==> src/rtl/lsu_pkg.sv <==
// Shared encodings for the load/store controller: funct3 codes, FSM states, error and write-enable codes.
// Also holds the request-legality helpers used at accept time.
package lsu_pkg;

    localparam logic [2:0] F3_B  = 3'b000;
    localparam logic [2:0] F3_H  = 3'b001;
    localparam logic [2:0] F3_W  = 3'b010;
    localparam logic [2:0] F3_BU = 3'b100;
    localparam logic [2:0] F3_HU = 3'b101;

    typedef enum logic [1:0] {
        ST_IDLE = 2'd0,
        ST_RD   = 2'd1,
        ST_WR   = 2'd2,
        ST_RESP = 2'd3
    } lsu_state_e;

    localparam logic [1:0] ERR_OK       = 2'b00;
    localparam logic [1:0] ERR_MISALIGN = 2'b01;
    localparam logic [1:0] ERR_RANGE    = 2'b10;
    localparam logic [1:0] ERR_FUNCT3   = 2'b11;

    localparam logic [1:0] MEM_WE_NONE = 2'b00;
    localparam logic [1:0] MEM_WE_WORD = 2'b01;

    // Stores have no unsigned variants, so funct3[2] is illegal for them.
    function automatic logic f3_illegal(input logic we, input logic [2:0] f3);
        return (f3 == 3'b011) || (f3[2:1] == 2'b11) || (we && f3[2]);
    endfunction

    function automatic logic misaligned(input logic [2:0] f3, input logic [1:0] lane);
        logic mis;
        mis = 1'b0;
        case (f3[1:0])
            2'b01:   mis = lane[0];
            2'b10:   mis = |lane;
            default: mis = 1'b0;
        endcase
        return mis;
    endfunction

endpackage

==> src/rtl/lsu_align.sv <==
// Combinational lane logic: extracts/extends load data from a memory word and merges
// byte/half store data into an old word. No state, no backpressure.
module lsu_align
    import lsu_pkg::*;
(
    input  logic [31:0] word_i,
    input  logic [31:0] wdata_i,
    input  logic [1:0]  lane_i,
    input  logic [2:0]  funct3_i,
    output logic [31:0] load_o,
    output logic [31:0] merge_o
);

    logic [7:0]  byte_sel;
    logic [15:0] half_sel;

    assign byte_sel = word_i[{lane_i, 3'b000} +: 8];
    assign half_sel = lane_i[1] ? word_i[31:16] : word_i[15:0];

    always_comb begin
        load_o = '0;
        case (funct3_i)
            F3_B:    load_o = {{24{byte_sel[7]}}, byte_sel};
            F3_BU:   load_o = {24'h0, byte_sel};
            F3_H:    load_o = {{16{half_sel[15]}}, half_sel};
            F3_HU:   load_o = {16'h0, half_sel};
            F3_W:    load_o = word_i;
            default: load_o = '0;
        endcase
    end

    always_comb begin
        merge_o = word_i;
        case (funct3_i[1:0])
            2'b00: merge_o[{lane_i, 3'b000} +: 8] = wdata_i[7:0];
            2'b01: begin
                if (lane_i[1]) merge_o[31:16] = wdata_i[15:0];
                else           merge_o[15:0]  = wdata_i[15:0];
            end
            default: merge_o = wdata_i;
        endcase
    end

endmodule

==> src/rtl/lsu_mem_ctrl.sv <==
// RV32 load/store controller in front of a word-wide data memory; RMW for SB/SH.
// Accept->rsp latency: error 1, load/SW 2, SB/SH 3; one request in flight, req_ready only in IDLE.
module lsu_mem_ctrl
    import lsu_pkg::*;
#(
    parameter logic [31:0] BASE_ADDR = 32'hFFFF0000,
    parameter int unsigned MEM_BYTES = 65536
) (
    input  logic        CLK,
    input  logic        RST_N,
    input  logic        req_valid,
    output logic        req_ready,
    input  logic        req_we,
    input  logic [2:0]  req_funct3,
    input  logic [31:0] req_addr,
    input  logic [31:0] req_wdata,
    output logic        rsp_valid,
    output logic [31:0] rsp_rdata,
    output logic [1:0]  rsp_err,
    output logic [31:0] mem_addr,
    output logic [31:0] mem_wword,
    output logic [7:0]  mem_wbyte,
    output logic [1:0]  mem_we,
    input  logic [31:0] mem_rdata
);

    localparam logic [32:0] MEM_LIMIT = 33'(MEM_BYTES);

    lsu_state_e  state_q, state_d;
    logic        we_q, we_d;
    logic [2:0]  funct3_q, funct3_d;
    logic [31:0] addr_q, addr_d;
    logic [31:0] wdata_q, wdata_d;
    logic [31:0] word_q, word_d;
    logic [31:0] rdata_q, rdata_d;
    logic [1:0]  err_q, err_d;

    logic [32:0] offset;
    logic        out_of_range;
    logic [1:0]  accept_err;
    logic [31:0] load_data;
    logic [31:0] merged_word;

    // 33-bit subtraction so addresses below the window borrow instead of wrapping into it.
    assign offset       = {1'b0, req_addr} - {1'b0, BASE_ADDR};
    assign out_of_range = offset[32] || (offset >= MEM_LIMIT);

    always_comb begin
        accept_err = ERR_OK;
        if (f3_illegal(req_we, req_funct3))             accept_err = ERR_FUNCT3;
        else if (out_of_range)                          accept_err = ERR_RANGE;
        else if (misaligned(req_funct3, req_addr[1:0])) accept_err = ERR_MISALIGN;
    end

    lsu_align u_align (
        .word_i   (mem_rdata),
        .wdata_i  (wdata_q),
        .lane_i   (addr_q[1:0]),
        .funct3_i (funct3_q),
        .load_o   (load_data),
        .merge_o  (merged_word)
    );

    always_ff @(posedge CLK or negedge RST_N) begin
        if (!RST_N) begin
            state_q  <= ST_IDLE;
            we_q     <= 1'b0;
            funct3_q <= '0;
            addr_q   <= '0;
            wdata_q  <= '0;
            word_q   <= '0;
            rdata_q  <= '0;
            err_q    <= ERR_OK;
        end else begin
            state_q  <= state_d;
            we_q     <= we_d;
            funct3_q <= funct3_d;
            addr_q   <= addr_d;
            wdata_q  <= wdata_d;
            word_q   <= word_d;
            rdata_q  <= rdata_d;
            err_q    <= err_d;
        end
    end

    always_comb begin
        state_d  = state_q;
        we_d     = we_q;
        funct3_d = funct3_q;
        addr_d   = addr_q;
        wdata_d  = wdata_q;
        word_d   = word_q;
        rdata_d  = rdata_q;
        err_d    = err_q;
        case (state_q)
            ST_IDLE: begin
                if (req_valid) begin
                    we_d     = req_we;
                    funct3_d = req_funct3;
                    addr_d   = req_addr;
                    wdata_d  = req_wdata;
                    err_d    = accept_err;
                    rdata_d  = '0;
                    if (req_we) word_d = req_wdata;
                    if (accept_err != ERR_OK)          state_d = ST_RESP;
                    else if (req_we && req_funct3 == F3_W) state_d = ST_WR;
                    else                               state_d = ST_RD;
                end
            end
            ST_RD: begin
                if (we_q) begin
                    word_d  = merged_word;
                    state_d = ST_WR;
                end else begin
                    rdata_d = load_data;
                    state_d = ST_RESP;
                end
            end
            ST_WR:   state_d = ST_RESP;
            ST_RESP: state_d = ST_IDLE;
            default: state_d = ST_IDLE;
        endcase
    end

    assign req_ready = (state_q == ST_IDLE);
    assign rsp_valid = (state_q == ST_RESP);
    assign rsp_rdata = rdata_q;
    assign rsp_err   = err_q;
    assign mem_addr  = {addr_q[31:2], 2'b00};
    assign mem_wword = word_q;
    assign mem_wbyte = 8'h00;
    assign mem_we    = (state_q == ST_WR) ? MEM_WE_WORD : MEM_WE_NONE;

endmodule

==> config.mk <==
export PLATFORM = sky130hd
export DESIGN_NAME = lsu_mem_ctrl
export DESIGN_NICKNAME = d
export VERILOG_FILES = /design/src/rtl/lsu_pkg.sv /design/src/rtl/lsu_align.sv /design/src/rtl/lsu_mem_ctrl.sv
export SDC_FILE = /design/constraint.sdc
export NUM_CORES = 1
export LEC_CHECK = 0
export BUFFER_PORTS_ARGS = -buffer_cell sky130_fd_sc_hd__buf_2
export CAP_MARGIN = 20
export CORE_ASPECT_RATIO = 1.1
export CORE_UTILIZATION = 47
export CTS_CLUSTER_SIZE = 30
export DETAILED_ROUTE_END_ITERATION = 8
export PLACE_DENSITY = 0.74
export SYNTH_ARGS = -nofsm -noshare
export SYNTH_HDL_FRONTEND = slang
export SYNTH_SLANG_ARGS = --single-unit
export TNS_END_PERCENT = 5
==> constraint.sdc <==
create_clock -name CLK -period 2.6 [get_ports CLK]
set_input_delay 0.52 -clock CLK [delete_from_list [all_inputs] [get_ports CLK]]
set_output_delay 0.52 -clock CLK [all_outputs]
set_load 0.05 [all_outputs]
==> impl_results.md, run 1 <==
* Outcome: complete, no violations
* Share of layout cells above drive strength 1 at 35.63%
* Wirelength per Cell at 19.06 um
* MaxCap Viol Count at 0
* Grt ovf at 0
* Warnings from Yosys at 0
* Most used cell, CP: inv_1
* Vias in the first global route at 6029
* CTS resizes at 0
* Most common flop cell mapped by yosys: dfrtp_1
* Setup TNS at 0 ns
* Clock sinks at between 100 and 150
* Worst setup EP type: register
* Total Power at 14130 uW
* CP max-delay cell: buf_4
* CP top delay family: buffers and inverters
* First-pass detailed-route iteration total at 5
* CTS tree: yes
* # DRC at 0
* Crit Path Class: reg -> reg
* Die Width at 121.1 um
* Pin count of the biggest net entering global routing at 61
* RePlAce Congestion at 0.8957
* Clk_lat worst skew at 0.43 ns
* Fin nets at a little under 1000
* Cells after synthesis at just over 700
* Placed Instances at 1048
* Final setup skew at 0.01014 ns
* Ant diodes at 0
* Slew headroom at 37.21%
* Core Area at between 15000 and 20000 um2
* Area Growth Syn to Fin at 21.40%
* Via/cell ratio at 5.852
* Worst EP arrival at 2.72 ns
* Sequential cell area at between 3000 and 4000 um2
* RSZ-0062 raised after global routing: no
* Metal3 WL at ~1700 um
* Register area share after synthesis at 46.42%
* Root Driver: clkbuf_16
* Bufs on Longest Clock Path at 2
* Inserted Clock Buffers at 17
* Post-synth EDFFs at 0
* Height of the die at between 100 and 150 um
* IO Count at 213
* CTS HTree Levels at 4
* Post-Route M1 WL at 8591 um
* Fmax at just over 0.4 GHz
* VDD IR max at 0.0007927 V
* Most frequent cells in the layout: buf_2 (200), dfrtp_1 (136), nand2_1 (79), mux2_2 (55), nor2_1 (50)
* DP HPWL at approximately 15000 um
* Type of the worst min-delay path: in -> async
* Max incr delay on CP at 0.46 ns
* Antenna Nets Post-Route at 0
* First-pass GRT wire length at between 30000 and 40000 um
* Reg clk slew, reported paths at 0.06 ns
* Initial core utilization at roughly 48%
* Pwr dens at 1588 nW/um2
* Tmin final at 2.415 ns
* Setup bufs post-CTS at 0
* Commonest non-fill, non-tap cell in the layout: buf_2
* Met2 WL post-DR at 9375 um
* Via count at 6320
* Top sig layer: met5
* Count of unique library cells instantiated by Yosys at 58
* CP Cell Sequence: inv_1 > ha_2 > buf_4 > inv_1 > a221o_1 > a221oi_1 > o31ai_1
* Tightest Pin Transition at 0.9418 ns
* # port buffers at 201
* Post-Layout Inst Area at 8900 um2
* Drt initial violations at 390
* Total GRT Usage at 26.41%
* Worst path required time at 2.90 ns
* Final WL at 20580 um
* Seq cells post-synth at ~140
* Final cell count without fillers at 1080
* Hold WS at 0.06008 ns
* Final Hold Fails at 0
* Crit path buf inv count at 3
* Final critical-path share of the clock period at 92.90%
* Leak pwr at 0.004319 uW
* Post-Syn Area at between 7000 and 8000 um2
* Layout fillers at about 1300
* Post-synthesis async set-or-reset flop share at 100.0%
* Multi-input logic area at 3363 um2
* Initial antenna violation count at 1
* Placed cell area at 8307 um2
* Num rows at 47
* Mean Syn Cell Area at 10.30 um2
* CP max FO at 51
* Die Area at 16100 um2
* CP Launch Type: register
* Fin. max-slew vios at 0
* Hold_buf cts at 0
* Endpoints failing setup at 0
[per-stage QoR]
stage | utilization, % | setup WS [ns]
final | 58.66 | 0.1846
after detailed placement | 54.75 | 0.2413
after floorplan | - | 0.1467
after CTS | 58.66 | 0.2028
after global placement | 54.75 | 0.3091
after global routing | 58.66 | 0.03965
[final timing paths]
check / startpoint / endpoint / slack (ns) / depth (start not counted)
max in group asynchronous: RST_N / addr_q[10]$_DFFE_PN0P_ / 1.83 / 2
worst min-delay path: RST_N / mem_wword[4]$_DFFE_PN0P_ / 0.06 / 1
worst max register to register: state_q[1]$_DFFE_PN0P_ / mem_wword[25]$_DFFE_PN0P_ / 0.18 / 7
worst max-delay path: state_q[1]$_DFFE_PN0P_ / mem_wword[25]$_DFFE_PN0P_ / 0.18 / 7
min in group CLK: req_wdata[24] / wdata_q[24]$_DFFE_PN0P_ / 0.34 / 2
worst min register to register: mem_wword[18]$_DFFE_PN0P_ / mem_wword[18]$_DFFE_PN0P_ / 0.48 / 2
[sequential cells by signal (all words and copies together), names as in the netlist]
register and cells:
rsp_rdata 32, state_q 2, wdata_q 32, mem_wword 32, funct3_q 3, addr_q 32
rsp_err 2, we_q 1
[cells in the mapped netlist, drive strengths merged, types with 23 or more instances]
master / count / share of area, %
o31ai: 24 / 2.5
nor2: 50 / 2.6
nand2: 80 / 4.1
a221o: 24 / 3.3
a221oi: 25 / 3.0
dfrtp: 136 / 46
clkbuf: 31 / 1.6
buf: 58 / 5.4
o21ai: 36 / 2.5
inv: 25 / 1.3
a22o: 23 / 2.7
mux2: 55 / 8.4
[layout make-up]
class / count / share of cell area [%]
sequential: 136 / 38.24
tap: 196 / 2.756
clock inverter: 15 / 1.884
timing repair buffer: 219 / 13.45
multi-input combinational: 471 / 37.79
inverter: 26 / 1.097
clock buffer: 17 / 4.780
[cell families (layout without fill, tap and decap cells)]
logic type	count (synthesis)	count (layout)	share of synthesized area, %
fa+ha+maj	14	14	2.390
mux	69	69	10.53
buf+inv	115	277	8.278
other cells	1	11	0.05115
flops	136	136	46.42
simple gates	192	192	12.61
compound gates	184	184	19.59
xor+xnor	1	1	0.1195
[where the power goes]
group          internal, uW  switching [uW]
clock                  1430             993
combinational          2410            5370
sequential             3190             743
total                  7030            7100
[routing by layer]
metal	vias to the layer above	GRT usage, %
met5	-	0
met4	2	13.72
met3	56	7.974
met2	317	40.16
met1	3049	33.82
li1	2896	-
Power figures use the tool's default switching activity.
==> inputs of run 2 (changes only) <==
- ABC_AREA: not set -> 1
- CORE_UTILIZATION: 47 -> 48
- PLACE_DENSITY: 0.74 -> 0.75
==> impl_results.md, run 2 <==
* Type of the worst min-delay path: in -> async
* Post-synthesis simple-gate area fraction at 17.28% (+4.7 points)
* CP max-delay cell: a21oi_1
* Synth Area in Adders at 2.278% (-0.11 points)
* Bufs on Longest Clock Path at 2 (unchanged)
* Final Hold Fails at 0 (unchanged)
* Reg2reg end: mem_wword[7]$_DFFE_PN0P_
* Crit Path Class: reg -> reg
* Fin nets at 1281 (+30%)
* Via/cell ratio at 5.380 (-8.1%)
* Reg clk slew, reported paths at 0.06 ns (about the same)
* Outcome: complete, no violations
* Tightest Pin Transition at 0.8151 ns (-0.1267 ns)
* Worst reg2reg setup slack at 0.40 ns (+0.22 ns)
* XOR/XNOR Fraction of Synth Area at 0% (-0.12 points)
* Setup bufs post-CTS at 0 (unchanged)
* Pin count of the biggest net entering global routing at 90 (+48%)
* First-pass detailed-route iteration total at 8 (+3)
* Largest cells by area after synthesis: dfrtp_1 (44%), nand2_1 (11%), o21ai_0 (8.0%)
* Pwr dens at 1484 nW/um2 (-6.5%)
* Mean Syn Cell Area at 7.638 um2 (-26%)
* Top cell type's share of synthesized area at 44.25% (-2.2 points)
* Tmin final at 2.195 ns (-0.2203 ns)
* Setup TNS at 0 ns (unchanged)
* CTS HTree Levels at 4 (unchanged)
* Sequential cell area at 3403 um2 (unchanged)
* Final cell count without fillers at 1378 (+28%)
* Compound-Gate Fraction of Synth Area at 22.65% (+3.1 points)
* # port buffers at 201 (unchanged)
* CP Cell Sequence: inv_1 > ha_1 > inv_1 > nand4_1 > a21oi_1 > a221oi_1 > o22ai_1
* Post-synth top cells: nand2_1 (235), inv_1 (137), dfrtp_1 (136)
* Die Area at 16530 um2 (+2.7%)
* Post-synth EDFFs at 0 (unchanged)
* Fin. max-slew vios at 0 (unchanged)
* VDD IR max at 0.0008231 V (+3.8%)
* Largest family of logic cells by synthesized area: compound AO/OA/AOI/OAI gates
* Initial core utilization at 49.07% (+0.75 points)
* # DRC at 0 (unchanged)
* Worst EP arrival at 2.54 ns (-0.18 ns)
* Num rows at 48 (+2.1%)
* DP HPWL at 17040 um (+12%)
* Grt ovf at 0 (unchanged)
* MaxCap Viol Count at 0 (unchanged)
* Post-synthesis mux area share at 0% (-11 points)
* Most common cell in the netlist: nand2_1
* Total GRT Usage at 29.13% (+2.7 points)
* Cells after synthesis at 1007 (+41%)
* Clk_lat worst skew at 0.43 ns (about the same)
* Multi-input logic area at 3293 um2 (-2.1%)
* Post-synthesis async set-or-reset flop share at 100.0% (unchanged)
* Max incr delay on CP at 0.56 ns (+0.10 ns)
* Register area share after synthesis at 44.25% (-2.2 points)
* Post-Syn Area at 7691 um2 (+4.9%)
* Most used cell, CP: inv_1
* Inserted Clock Buffers at 17 (unchanged)
* Vias in the first global route at 6947 (+15%)
* Hold WS at 0.06489 ns (+0.004805 ns)
* CTS tree: yes
* Worst reg2reg path startpoint: addr_q[0]$_DFFE_PN0P_
* Slew headroom at 45.66% (+8.4 points)
* Layout fillers at 1434 (+7.4%)
* Via count at 7414 (+17%)
* First-pass GRT wire length at 36520 um (+13%)
* Worst path required time at 2.95 ns (+0.05 ns)
* Wirelength per Cell at 16.76 um (-12%)
* Height of the die at 134.8 um (+1.3%)
* Initial antenna violation count at 0 (-1)
* Worst setup EP type: register
* Final setup skew at 0.01025 ns (+0.0001058 ns)
* RSZ-0062 raised after global routing: no
* Die Width at 122.7 um (+1.3%)
* Leak pwr at 0.004809 uW (+11%)
* Warnings from Yosys at 0 (unchanged)
* Reg2Reg Depth at 7 (unchanged)
* Share of layout cells above drive strength 1 at 22.77% (-13 points)
* Final critical-path share of the clock period at 84.43% (-8.5 points)
* Most frequent cells in the layout: nand2_1 (234), buf_2 (200), inv_1 (137), dfrtp_1 (136), o21ai_0 (123)
* CP max FO at 9 (-82%)
* Fmax at 0.4556 GHz (+10%)
* Placed Instances at 1345 (+28%)
* CTS resizes at 0 (unchanged)
* Most common flop cell mapped by yosys: dfrtp_1
* Area Growth Syn to Fin at 21.02%
* RePlAce Congestion at 1.005 (+12%)
* Hold_buf cts at 0 (unchanged)
* Final WL at 23090 um (+12%)
* Count of unique library cells instantiated by Yosys at 32 (-45%)
* Endpoints failing setup at 0 (unchanged)
* Antenna Nets Post-Route at 0 (unchanged)
* Clock sinks at 136 (unchanged)
* Drt initial violations at 698 (+79%)
* Core Area at 15680 um2 (+3.3%)
* IO Count at 213 (unchanged)
* Commonest non-fill, non-tap cell in the layout: nand2_1
* Root Driver: clkbuf_16
* CP Launch Type: register
* Seq cells post-synth at 136 (unchanged)
* Synth area leader: dfrtp_1
## run 2: cell types whose count changed after synthesis, sizes merged, moves of 11 or more
cell	change
a21oi	+56
a221o	-24
a22o	-23
inv	+117
mux2	-55
mux2i	-13
nand2	+155
nand3	+20
nor2b	-11
o211ai	+30
o21ai	+89
o22ai	+39
o31ai	-24
## run 2: critical path: cells and delay by family, from the launching register on
kind / cells / cell delay (ns)
fa+ha+maj: 1 / 0.33
flops: 1 / 0.38
buf+inv: 2 / 0.41
simple gates: 1 / 0.12
compound gates: 3 / 0.89
## run 2: cells by family (layout without fill, tap and decap cells)
logic type,count (synthesis),count (layout)
AO/OA/AOI/OAI,296,296
adder cells (fa/ha/maj),14,14
buffers and inverters,232,392
flip-flops,136,136
other,1,12
AND/OR/NAND/NOR,328,328
## run 2: routing by layer
layer / vias up / part of all wire (%) / track usage (%)
met4: 0 / 2.7 / 10.98
li1: 3621 / - / -
met1: 3436 / 41 / 37.04
met3: 37 / 9.1 / 8.024
met2: 320 / 47 / 46.97
met5: - / 0 / 0
## run 2: area by class of cell
class / count / share of cell area [%]
Clock inverter: 14 / 2.379
Timing Repair Buffer: 218 / 12.52
Tap cell: 200 / 2.689
Sequential cell: 136 / 36.56
Inverter: 142 / 5.727
Antenna cell: 1 / 0.02689
Multi-Input combinational cell: 649 / 35.38
Clock buffer: 18 / 4.718
## run 2: through the flow
| step | worst slack [ns] | area, um2 | utilization, % | total power (uW) |
|---|---|---|---|---|
| 2_1_floorplan | 0.2269 | 7729 | - | 9440 |
| 5_1_grt | 0.2324 | 9305 | 59.36 | 14700 |
| 4_1_cts | 0.4376 | 9305 | 59.36 | 13830 |
| 6_report | 0.4049 | 9308 | 59.38 | 13820 |
| 3_3_place_gp | 0.4998 | 8645 | 55.15 | 10980 |
| 3_5_place_dp | 0.4533 | 8645 | 55.15 | 11090 |
## run 2: power by group
part	switching, uW	internal, uW	total [uW]
sequential	589	3070	3660
combinational	5520	1930	7460
clock	970	1730	2700
## run 2: worst max-delay path by stage
stage	from	end	cells after the start
2_1_floorplan	state_q[0]$_DFFE_PN0P_	mem_wword[0]$_DFFE_PN0P_	8
3_3_place_gp	req_addr[16]	state_q[0]$_DFFE_PN0P_	11
6_report	addr_q[0]$_DFFE_PN0P_	mem_wword[7]$_DFFE_PN0P_	7
4_1_cts	state_q[1]$_DFFE_PN0P_	mem_wword[2]$_DFFE_PN0P_	8
5_1_grt	state_q[1]$_DFFE_PN0P_	mem_wword[2]$_DFFE_PN0P_	8
3_5_place_dp	state_q[1]$_DFFE_PN0P_	mem_wword[9]$_DFFE_PN0P_	8
